**src/rtl/ctrl_pkg.sv**
```systemverilog
// Shared encodings and the execute-stage control bundle for the pipeline control path.
// Pure declarations: no logic, no latency.
package ctrl_pkg;

  localparam int ALUC_W = 3;

  localparam logic [1:0] RES_ALU = 2'b00;
  localparam logic [1:0] RES_MEM = 2'b01;
  localparam logic [1:0] RES_PC4 = 2'b10;

  localparam logic [1:0] FWD_RF  = 2'b00;
  localparam logic [1:0] FWD_WB  = 2'b01;
  localparam logic [1:0] FWD_MEM = 2'b10;

  typedef struct packed {
    logic              reg_write;
    logic              mem_write;
    logic              jump;
    logic              branch;
    logic              alu_src;
    logic [1:0]        result_src;
    logic [ALUC_W-1:0] alu_control;
  } ctrl_t;

endpackage

```
**src/rtl/ctrl_pipeline_hazard_unit.sv**
```systemverilog
// Load-use stall, redirect flush and operand-forward selection.
// Purely combinational (zero latency); stalls are requested here, never absorbed.
module hazard_unit
  import ctrl_pkg::*;
#(
  parameter int RF_AW = 5
) (
  input  logic [RF_AW-1:0] rs1_d_i,
  input  logic [RF_AW-1:0] rs2_d_i,
  input  logic [RF_AW-1:0] rs1_e_i,
  input  logic [RF_AW-1:0] rs2_e_i,
  input  logic [RF_AW-1:0] rd_e_i,
  input  logic [1:0]       result_src_e_i,
  input  logic             branch_e_i,
  input  logic             jump_e_i,
  input  logic             zero_e_i,
  input  logic [RF_AW-1:0] rd_m_i,
  input  logic             reg_write_m_i,
  input  logic [RF_AW-1:0] rd_w_i,
  input  logic             reg_write_w_i,
  output logic             pc_src_e_o,
  output logic             stall_f_o,
  output logic             stall_d_o,
  output logic             flush_d_o,
  output logic             flush_e_o,
  output logic [1:0]       forward_a_e_o,
  output logic [1:0]       forward_b_e_o
);

  logic lw_stall;

  // Memory stage wins over writeback: it holds the younger result.
  function automatic logic [1:0] fwd_sel(
    input logic [RF_AW-1:0] rs,
    input logic             rw_m,
    input logic [RF_AW-1:0] rd_m,
    input logic             rw_w,
    input logic [RF_AW-1:0] rd_w
  );
    logic [1:0] sel;
    sel = FWD_RF;
    if (rw_m && (rd_m != '0) && (rs == rd_m)) begin
      sel = FWD_MEM;
    end else if (rw_w && (rd_w != '0) && (rs == rd_w)) begin
      sel = FWD_WB;
    end
    return sel;
  endfunction

  assign lw_stall = (result_src_e_i == RES_MEM) && (rd_e_i != '0) &&
                    ((rs1_d_i == rd_e_i) || (rs2_d_i == rd_e_i));

  assign pc_src_e_o = (branch_e_i & zero_e_i) | jump_e_i;

  assign stall_f_o = lw_stall;
  assign stall_d_o = lw_stall;
  assign flush_d_o = pc_src_e_o;
  assign flush_e_o = lw_stall | pc_src_e_o;

  assign forward_a_e_o = fwd_sel(rs1_e_i, reg_write_m_i, rd_m_i, reg_write_w_i, rd_w_i);
  assign forward_b_e_o = fwd_sel(rs2_e_i, reg_write_m_i, rd_m_i, reg_write_w_i, rd_w_i);

endmodule

```
**src/rtl/ctrl_pipeline.sv**
```systemverilog
// Control-path pipeline registers D->E->M->W plus hazard unit; one cycle per stage.
// E capture is replaced by a bubble on FlushE; E->M and M->W always advance.
module ctrl_pipeline
  import ctrl_pkg::*;
#(
  parameter int RF_AW = 5
) (
  input  logic              clk,
  input  logic              reset,
  input  logic              RegWriteD,
  input  logic              MemWriteD,
  input  logic              JumpD,
  input  logic              BranchD,
  input  logic              ALUSrcD,
  input  logic [1:0]        ResultSrcD,
  input  logic [ALUC_W-1:0] ALUControlD,
  input  logic [RF_AW-1:0]  Rs1D,
  input  logic [RF_AW-1:0]  Rs2D,
  input  logic [RF_AW-1:0]  RdD,
  input  logic              ZeroE,
  output logic              RegWriteE,
  output logic              MemWriteE,
  output logic              JumpE,
  output logic              BranchE,
  output logic              ALUSrcE,
  output logic [1:0]        ResultSrcE,
  output logic [ALUC_W-1:0] ALUControlE,
  output logic [RF_AW-1:0]  Rs1E,
  output logic [RF_AW-1:0]  Rs2E,
  output logic [RF_AW-1:0]  RdE,
  output logic              RegWriteM,
  output logic              MemWriteM,
  output logic [1:0]        ResultSrcM,
  output logic [RF_AW-1:0]  RdM,
  output logic              RegWriteW,
  output logic [1:0]        ResultSrcW,
  output logic [RF_AW-1:0]  RdW,
  output logic              PCSrcE,
  output logic              StallF,
  output logic              StallD,
  output logic              FlushD,
  output logic              FlushE,
  output logic [1:0]        ForwardAE,
  output logic [1:0]        ForwardBE
);

  ctrl_t            ctrl_e_d, ctrl_e_q;
  logic [RF_AW-1:0] rs1_e_d, rs1_e_q;
  logic [RF_AW-1:0] rs2_e_d, rs2_e_q;
  logic [RF_AW-1:0] rd_e_d, rd_e_q;

  logic             reg_write_m_d, reg_write_m_q;
  logic             mem_write_m_d, mem_write_m_q;
  logic [1:0]       result_src_m_d, result_src_m_q;
  logic [RF_AW-1:0] rd_m_d, rd_m_q;

  logic             reg_write_w_d, reg_write_w_q;
  logic [1:0]       result_src_w_d, result_src_w_q;
  logic [RF_AW-1:0] rd_w_d, rd_w_q;

  // A flushed edge loads zeros, which also keeps X on the D inputs out of E.
  always_comb begin
    ctrl_e_d = '0;
    rs1_e_d  = '0;
    rs2_e_d  = '0;
    rd_e_d   = '0;
    if (!FlushE) begin
      ctrl_e_d.reg_write   = RegWriteD;
      ctrl_e_d.mem_write   = MemWriteD;
      ctrl_e_d.jump        = JumpD;
      ctrl_e_d.branch      = BranchD;
      ctrl_e_d.alu_src     = ALUSrcD;
      ctrl_e_d.result_src  = ResultSrcD;
      ctrl_e_d.alu_control = ALUControlD;
      rs1_e_d              = Rs1D;
      rs2_e_d              = Rs2D;
      rd_e_d               = RdD;
    end
  end

  assign reg_write_m_d  = ctrl_e_q.reg_write;
  assign mem_write_m_d  = ctrl_e_q.mem_write;
  assign result_src_m_d = ctrl_e_q.result_src;
  assign rd_m_d         = rd_e_q;

  assign reg_write_w_d  = reg_write_m_q;
  assign result_src_w_d = result_src_m_q;
  assign rd_w_d         = rd_m_q;

  always_ff @(posedge clk or posedge reset) begin
    if (reset) begin
      ctrl_e_q <= '0;
      rs1_e_q  <= '0;
      rs2_e_q  <= '0;
      rd_e_q   <= '0;
    end else begin
      ctrl_e_q <= ctrl_e_d;
      rs1_e_q  <= rs1_e_d;
      rs2_e_q  <= rs2_e_d;
      rd_e_q   <= rd_e_d;
    end
  end

  always_ff @(posedge clk or posedge reset) begin
    if (reset) begin
      reg_write_m_q  <= 1'b0;
      mem_write_m_q  <= 1'b0;
      result_src_m_q <= '0;
      rd_m_q         <= '0;
      reg_write_w_q  <= 1'b0;
      result_src_w_q <= '0;
      rd_w_q         <= '0;
    end else begin
      reg_write_m_q  <= reg_write_m_d;
      mem_write_m_q  <= mem_write_m_d;
      result_src_m_q <= result_src_m_d;
      rd_m_q         <= rd_m_d;
      reg_write_w_q  <= reg_write_w_d;
      result_src_w_q <= result_src_w_d;
      rd_w_q         <= rd_w_d;
    end
  end

  assign RegWriteE   = ctrl_e_q.reg_write;
  assign MemWriteE   = ctrl_e_q.mem_write;
  assign JumpE       = ctrl_e_q.jump;
  assign BranchE     = ctrl_e_q.branch;
  assign ALUSrcE     = ctrl_e_q.alu_src;
  assign ResultSrcE  = ctrl_e_q.result_src;
  assign ALUControlE = ctrl_e_q.alu_control;
  assign Rs1E        = rs1_e_q;
  assign Rs2E        = rs2_e_q;
  assign RdE         = rd_e_q;

  assign RegWriteM   = reg_write_m_q;
  assign MemWriteM   = mem_write_m_q;
  assign ResultSrcM  = result_src_m_q;
  assign RdM         = rd_m_q;

  assign RegWriteW   = reg_write_w_q;
  assign ResultSrcW  = result_src_w_q;
  assign RdW         = rd_w_q;

  hazard_unit #(
    .RF_AW(RF_AW)
  ) u_hazard (
    .rs1_d_i        (Rs1D),
    .rs2_d_i        (Rs2D),
    .rs1_e_i        (rs1_e_q),
    .rs2_e_i        (rs2_e_q),
    .rd_e_i         (rd_e_q),
    .result_src_e_i (ctrl_e_q.result_src),
    .branch_e_i     (ctrl_e_q.branch),
    .jump_e_i       (ctrl_e_q.jump),
    .zero_e_i       (ZeroE),
    .rd_m_i         (rd_m_q),
    .reg_write_m_i  (reg_write_m_q),
    .rd_w_i         (rd_w_q),
    .reg_write_w_i  (reg_write_w_q),
    .pc_src_e_o     (PCSrcE),
    .stall_f_o      (StallF),
    .stall_d_o      (StallD),
    .flush_d_o      (FlushD),
    .flush_e_o      (FlushE),
    .forward_a_e_o  (ForwardAE),
    .forward_b_e_o  (ForwardBE)
  );

endmodule

```
**config.mk**
```make
export PLATFORM = sky130hd
export DESIGN_NAME = ctrl_pipeline
export DESIGN_NICKNAME = d
export VERILOG_FILES = /design/src/rtl/ctrl_pkg.sv /design/src/rtl/ctrl_pipeline_hazard_unit.sv /design/src/rtl/ctrl_pipeline.sv
export SDC_FILE = /design/constraint.sdc
export NUM_CORES = 1
export LEC_CHECK = 0
export CORE_MARGIN = 2
export CORE_UTILIZATION = 41
export DETAILED_ROUTE_END_ITERATION = 10
export HOLD_SLACK_MARGIN = 0.12
export PLACE_DENSITY_LB_ADDON = 0.2
export SYNTH_ARGS = -nofsm -noshare
export SYNTH_HDL_FRONTEND = slang
export SYNTH_SLANG_ARGS = --single-unit
```
**constraint.sdc**
```tcl
create_clock -name clk -period 2.3 [get_ports clk]
set_input_delay 0.345 -clock clk [delete_from_list [all_inputs] [get_ports clk]]
set_output_delay 0.345 -clock clk [all_outputs]
set_load 0.02 [all_outputs]
```
==> results of run 1 <==
## logic make-up after synthesis
group / count (synthesis) / share of synthesized area [%]
AND/OR/NAND/NOR: 43 / 12.4
flip-flops: 42 / 59.7
AO/OA/AOI/OAI: 30 / 9.32
XOR/XNOR: 30 / 14.9
buffers and inverters: 10 / 3.56
## worst max-delay path by stage
stage / cells after the start / endpoint / start / slack [ps]
after CTS: 5 / ForwardAE[0] / RdW[4] / 2
after global routing: 5 / ForwardAE[0] / RdW[0] / -80
after floorplan: 4 / ForwardAE[0] / RdM[4] / 100
final: 5 / ForwardAE[0] / RdW[0] / 20
after detailed placement: 6 / StallD / Rs1D[0] / -160
after global placement: 6 / StallF / Rs1D[0] / -130
## worst max-delay path, delay by kind of cell (launching register included)
kind / cells / cell delay [ps]
AOI/OAI and AO/OA: 1 / 60
buffers and inverters: 1 / 200
DFF: 1 / 430
and+or+nand+nor: 3 / 960
## stage by stage
step	hold slack, ps	setup slack, ps
detailed placement	359	-163
floorplan	455	101
global placement	357	-128
finish	264	22.6
CTS	272	1.70
global route	287	-76.9
## layer usage
metal  vias to the layer above  track usage (%)
met5                         -                0
met4                         0             9.15
met3                         5             5.23
met2                        51             28.8
met1                       691             23.6
li1                        721                -
## flip-flops by register name (all words and copies together) (netlist names), 2 cells and up
| name | flops |
|---|---|
| Rs1E | 5 |
| ResultSrcM | 2 |
| RdW | 5 |
| ALUControlE | 3 |
| ResultSrcE | 2 |
| RdM | 5 |
| Rs2E | 5 |
| RdE | 5 |
| ResultSrcW | 2 |
## cell usage after synthesis (all sizes together) (2+ instances only)
library cell	count	area (sq um)
xor2	14	123
buf	6	47.5
o21ai	2	13.8
or4	5	37.5
xnor2	16	140
nand2	27	101
dfrtp	42	1050
nor4	4	37.5
a21oi	26	130
nand3	4	20.0
clkbuf	2	7.51
inv	2	7.51
## power groups by stage
stage	Clock (mW)	Combinational, mW	Sequential [mW]
2_1_floorplan	0	0.211	0.992
3_3_place_gp	0	0.621	0.888
3_5_place_dp	0	0.626	0.891
4_1_cts	0.501	0.636	0.876
5_1_grt	0.536	0.714	0.889
6_report	0.486	0.663	0.878
## area by class of cell
| type | count | area, sq um | area share [%] |
|---|---|---|---|
| Tap cell | 50 | 62.6 | 2.17 |
| Clock inverter | 2 | 12.5 | 0.435 |
| Multi-Input combinational cell | 103 | 706 | 24.5 |
| Inverter | 2 | 7.51 | 0.261 |
| Sequential cell | 42 | 1050 | 36.6 |
| Timing Repair Buffer | 103 | 955 | 33.2 |
| Clock buffer | 6 | 82.6 | 2.87 |
## timing repair
action                     4_1_cts  5_1_grt
pin swaps                        3        6
hold buffers                     0        0
gates resized for setup         21       17
buffers inserted                 1        4
setup endpoints to repair        7        7
## cell usage in the layout, fill, tap and decap left out, types with 2 or more instances in the layout
master / count
clkdlybuf4s50_1: 71
dfrtp_1: 41
nand2_1: 27
buf_4: 27
a21oi_1: 25
xnor2_1: 16
xor2_1: 14
clkbuf_8: 6
nand3_1: 4
nor4_4: 3
or4_4: 3
or4_1: 2
o21ai_2: 2
inv_1: 2
clkdlybuf4s15_1: 2
==> results_dict.tcl, run 1 <==
set metrics [dict create \
    swShare_pct 31.7 \
    rsz0062_at_grt "yes" \
    drtIter0Drc 67 \
    slowest_stage "or4_4" \
    dp_hpwl_um 3060 \
    clk_pin_slew_ps 80 \
    die_h_um 69.5 \
    syn-cell-area_sq_mm 0.00176 \
    r2r-end "RdE[2]" \
    drc 0 \
    numPortBuffers 78 \
    fin_crit_sh_pct 99.0 \
    share_comb_of_total_power_pct 32.7 \
    r2r_start "RdE[2]" \
    grt_overflow 0 \
    slew_headroom_pct 72.0 \
    ys_types 21 \
    arrival_ps 1930 \
    grt_use_total_pct 18.5 \
    cpPeakStageDelay_ps 540 \
    p_int_mw 1.38 \
    leakage_nw 1.30 \
    wl_met2_um 2140 \
    final_util_pct 70.9 \
    timing.fmax_mhz 439 \
    async_flop_share_pct 100 \
    path_cells "or4_4 -> o21ai_2 -> or4_4 -> nor4_2 -> buf_2" \
    path_common_cell "or4_4" \
    syn_nets 183 \
    postSynthCellCount 155 \
    drv_slew 0 \
    startpoint_type "flip-flop" \
    root_buffer "clkbuf_8" \
    num_io_pins 79 \
    p_clk_share_pct 24.0 \
    rr_worst_depth 5 \
    core-area_sq_mm 0.00406 \
    end_kind "output pin" \
    wl_met3_um 221 \
    finalSetupViolations 0 \
    p_switching_uw 642 \
    insertion_delay_ps 300 \
    routed_via_density 4.77 \
    area_delta_synth_final_pct 63.6 \
    maxUsedRoutingLayer "met4" \
    drt-total-wl_um 4160 \
    grt_pass1_vias 1468 \
    wl_met1_um 1720 \
    path_max_fanout 4 \
    hold_viol_final 0 \
    power_mw 2.03 \
    place_area_sq_mm 0.00270 \
    antenna_found_initial 0 \
    grt_max_degree 37 \
    nFillCells 320 \
    layout.cells.non_filler 308 \
    die_area_sq_mm 0.00483 \
    rows 23 \
    ant_nets 0 \
    gp_congestion 0.805 \
    htreeDepth 2 \
    dpl.cell_count 295 \
    die_w_um 69.5 \
    status "complete, no violations" \
    cts_buffer_depth 2 \
    worstPathRequired_ps 1960 \
    wl_per_cell_um 13.5 \
    cts_sinks 42 \
    vias 1468 \
    r2r_setup_slack_ps 700 \
    setup_tns_ps 0 \
    ir_drop_uv 605 \
    skew_ps 4.04 \
    drive_above_1_share_pct 20.2 \
    cts_made_buffers 5 \
    p_seq_share_pct 43.3 \
    worstMarginPinSlew_ps 420 \
    nets 285 \
    avgSynthCellArea_sq_um 11.3 \
    min_path_type "in -> async" \
    min_period_ps 2280 \
    synth-seq-cells 42 \
    fin_area_sq_mm 0.00288 \
    yosysSeqAreaShare_pct 59.7 \
    tritoncts "yes" \
    first_pass_iters 4 \
    synthFlopType "dfrtp_1" \
    yosysWarnings 0 \
    synth_edf_count 0 \
    drv_cap 0 \
    start_util_pct 43.4 \
    crit_type "reg -> out" \
    diodes 0 \
    power.density_mw_per_mm2 704 \
    grt_pass1_wl_um 6890 \
]
Power figures use the tool's default switching activity.
==> inputs of run 2 (changes only) <==
--- a/config.mk
+++ b/config.mk
@@ -10,6 +10,7 @@
 export DETAILED_ROUTE_END_ITERATION = 10
 export HOLD_SLACK_MARGIN = 0.12
 export PLACE_DENSITY_LB_ADDON = 0.2
+export REMOVE_ABC_BUFFERS = 1
 export SYNTH_ARGS = -nofsm -noshare
 export SYNTH_HDL_FRONTEND = slang
 export SYNTH_SLANG_ARGS = --single-unit
==> results_dict.tcl, run 2 (same netlist as run 1, synthesis figures left out) <==
set metrics [dict create \
    tritoncts "yes" \
    min_period_ps 2240 \
    p_clk_share_pct 26.7 \
    clk_pin_slew_ps 70 \
    p_seq_share_pct 42.2 \
    dp_hpwl_um 3080 \
    swShare_pct 30.0 \
    p_int_mw 1.46 \
    multi_input_area_sq_um 701 \
    diodes 0 \
    finalSetupViolations 0 \
    hold_buffers 0 \
    startpoint_type "flip-flop" \
    final_common_cell "clkdlybuf4s50_1" \
    fin_crit_sh_pct 97.3 \
    final_util_pct 70.2 \
    arrival_ps 1890 \
    ant_nets 0 \
    power.density_mw_per_mm2 732 \
    die_h_um 69.5 \
    drtIter0Drc 42 \
    fin_area_sq_mm 0.00285 \
    slew_headroom_pct 67.1 \
    die_area_sq_mm 0.00483 \
    critical-path-top-delay-family "simple AND/OR/NAND/NOR gates" \
    gp_congestion 0.824 \
    grt_use_total_pct 18.3 \
    p_switching_uw 626 \
    path_max_fanout 3 \
    path_cells "xor2_1 -> or4_4 -> nor4_4 -> buf_4" \
    worstMarginPinSlew_ps 493 \
    drive_above_1_share_pct 17.0 \
    status "complete, no violations" \
    hold_viol_final 0 \
    area_delta_synth_final_pct 61.8 \
    vias 1458 \
    regArea_sq_mm 0.00105 \
    ir_drop_uv 426 \
    dpl.cell_count 291 \
    worstPathRequired_ps 1960 \
    grt_max_degree 43 \
    drt-total-wl_um 4170 \
    core-area_sq_mm 0.00406 \
    rsz0062_at_grt "yes" \
    end_kind "output pin" \
    setup_tns_ps 0 \
    routed_via_density 4.81 \
    cpPeakStageDelay_ps 550 \
    nets 280 \
    antenna_found_initial 0 \
    drv_cap 0 \
    die_w_um 69.5 \
    insertion_delay_ps 290 \
    worst_slack_ps 62.8 \
    skew_ps 4.90 \
    pre_cts_ws_ps -126 \
    crit_type "reg -> out" \
    drv_slew 0 \
    cts_made_buffers 5 \
    grt_overflow 0 \
    grt_pass1_wl_um 6930 \
    grt_pass1_vias 1482 \
    power_mw 2.08 \
    drc 0 \
    slowest_stage "or4_4" \
    num_io_pins 79 \
    numPortBuffers 78 \
    root_buffer "clkbuf_8" \
    first_pass_iters 2 \
    nFillCells 325 \
    most-common-layout-cells "clkdlybuf4s50_1 (71), dfrtp_1 (42), nand2_1 (27), a21oi_1 (25), buf_4 (22)" \
    place_area_sq_mm 0.00267 \
    cts_buffer_depth 2 \
    rows 23 \
    share_comb_of_total_power_pct 31.2 \
    crit_buf_inv 1 \
    timing.fmax_mhz 447 \
    r2r_setup_slack_ps 670 \
    cts_sinks 42 \
    whs_ps 374 \
    wl_per_cell_um 13.8 \
    start_util_pct 43.4 \
    layout.cells.non_filler 303 \
    min_path_type "reg -> reg" \
    htreeDepth 2 \
    leakage_nw 1.28 \
]
run 2: cell type report:
| class | instances | area share [%] |
|---|---|---|
| well taps | 50 | 2.20 |
| flip-flops and latches | 42 | 36.9 |
| multi-input cells | 103 | 24.6 |
| clock buffers | 6 | 2.55 |
| repair buffers | 98 | 32.1 |
| clock inverters | 2 | 1.32 |
| inverters | 2 | 0.264 |
run 2: per-layer routing:
| metal | up-vias | GRT usage, % | part of all wire, % |
|---|---|---|---|
| li1 | 709 | - | - |
| met1 | 679 | 21.6 | 40 |
| met2 | 62 | 30.7 | 50 |
| met3 | 8 | 6.54 | 7.9 |
| met4 | 0 | 6.54 | 1.6 |
| met5 | - | 0 | 0 |
run 2: worst paths after layout:
kind	start	to	cells after the start
worst max-delay path	Rs1E[1]	ForwardAE[0]	4
worst min-delay path	ResultSrcM[0]	ResultSrcW[0]	0
worst max register to register	RdE[0]	RdE[0]	5
worst min register to register	ResultSrcM[0]	ResultSrcW[0]	0
max in group asynchronous	reset	ResultSrcE[1]	3
min in group asynchronous	reset	ResultSrcW[0]	3
run 2: power groups by stage:
stage / Combinational, mW / Sequential (mW) / Clock [mW]
floorplan: 0.194 / 0.992 / 0
global placement: 0.614 / 0.889 / 0
detailed placement: 0.620 / 0.894 / 0
CTS: 0.621 / 0.879 / 0.574
global route: 0.693 / 0.891 / 0.608
finish: 0.650 / 0.879 / 0.555
run 2: repair_timing:
item,in CTS,in global routing
endpoints found under the hold margin,0,0
gates resized for setup,17,15
pin swaps,0,8
setup endpoints to repair,7,7
setup buffers,0,4
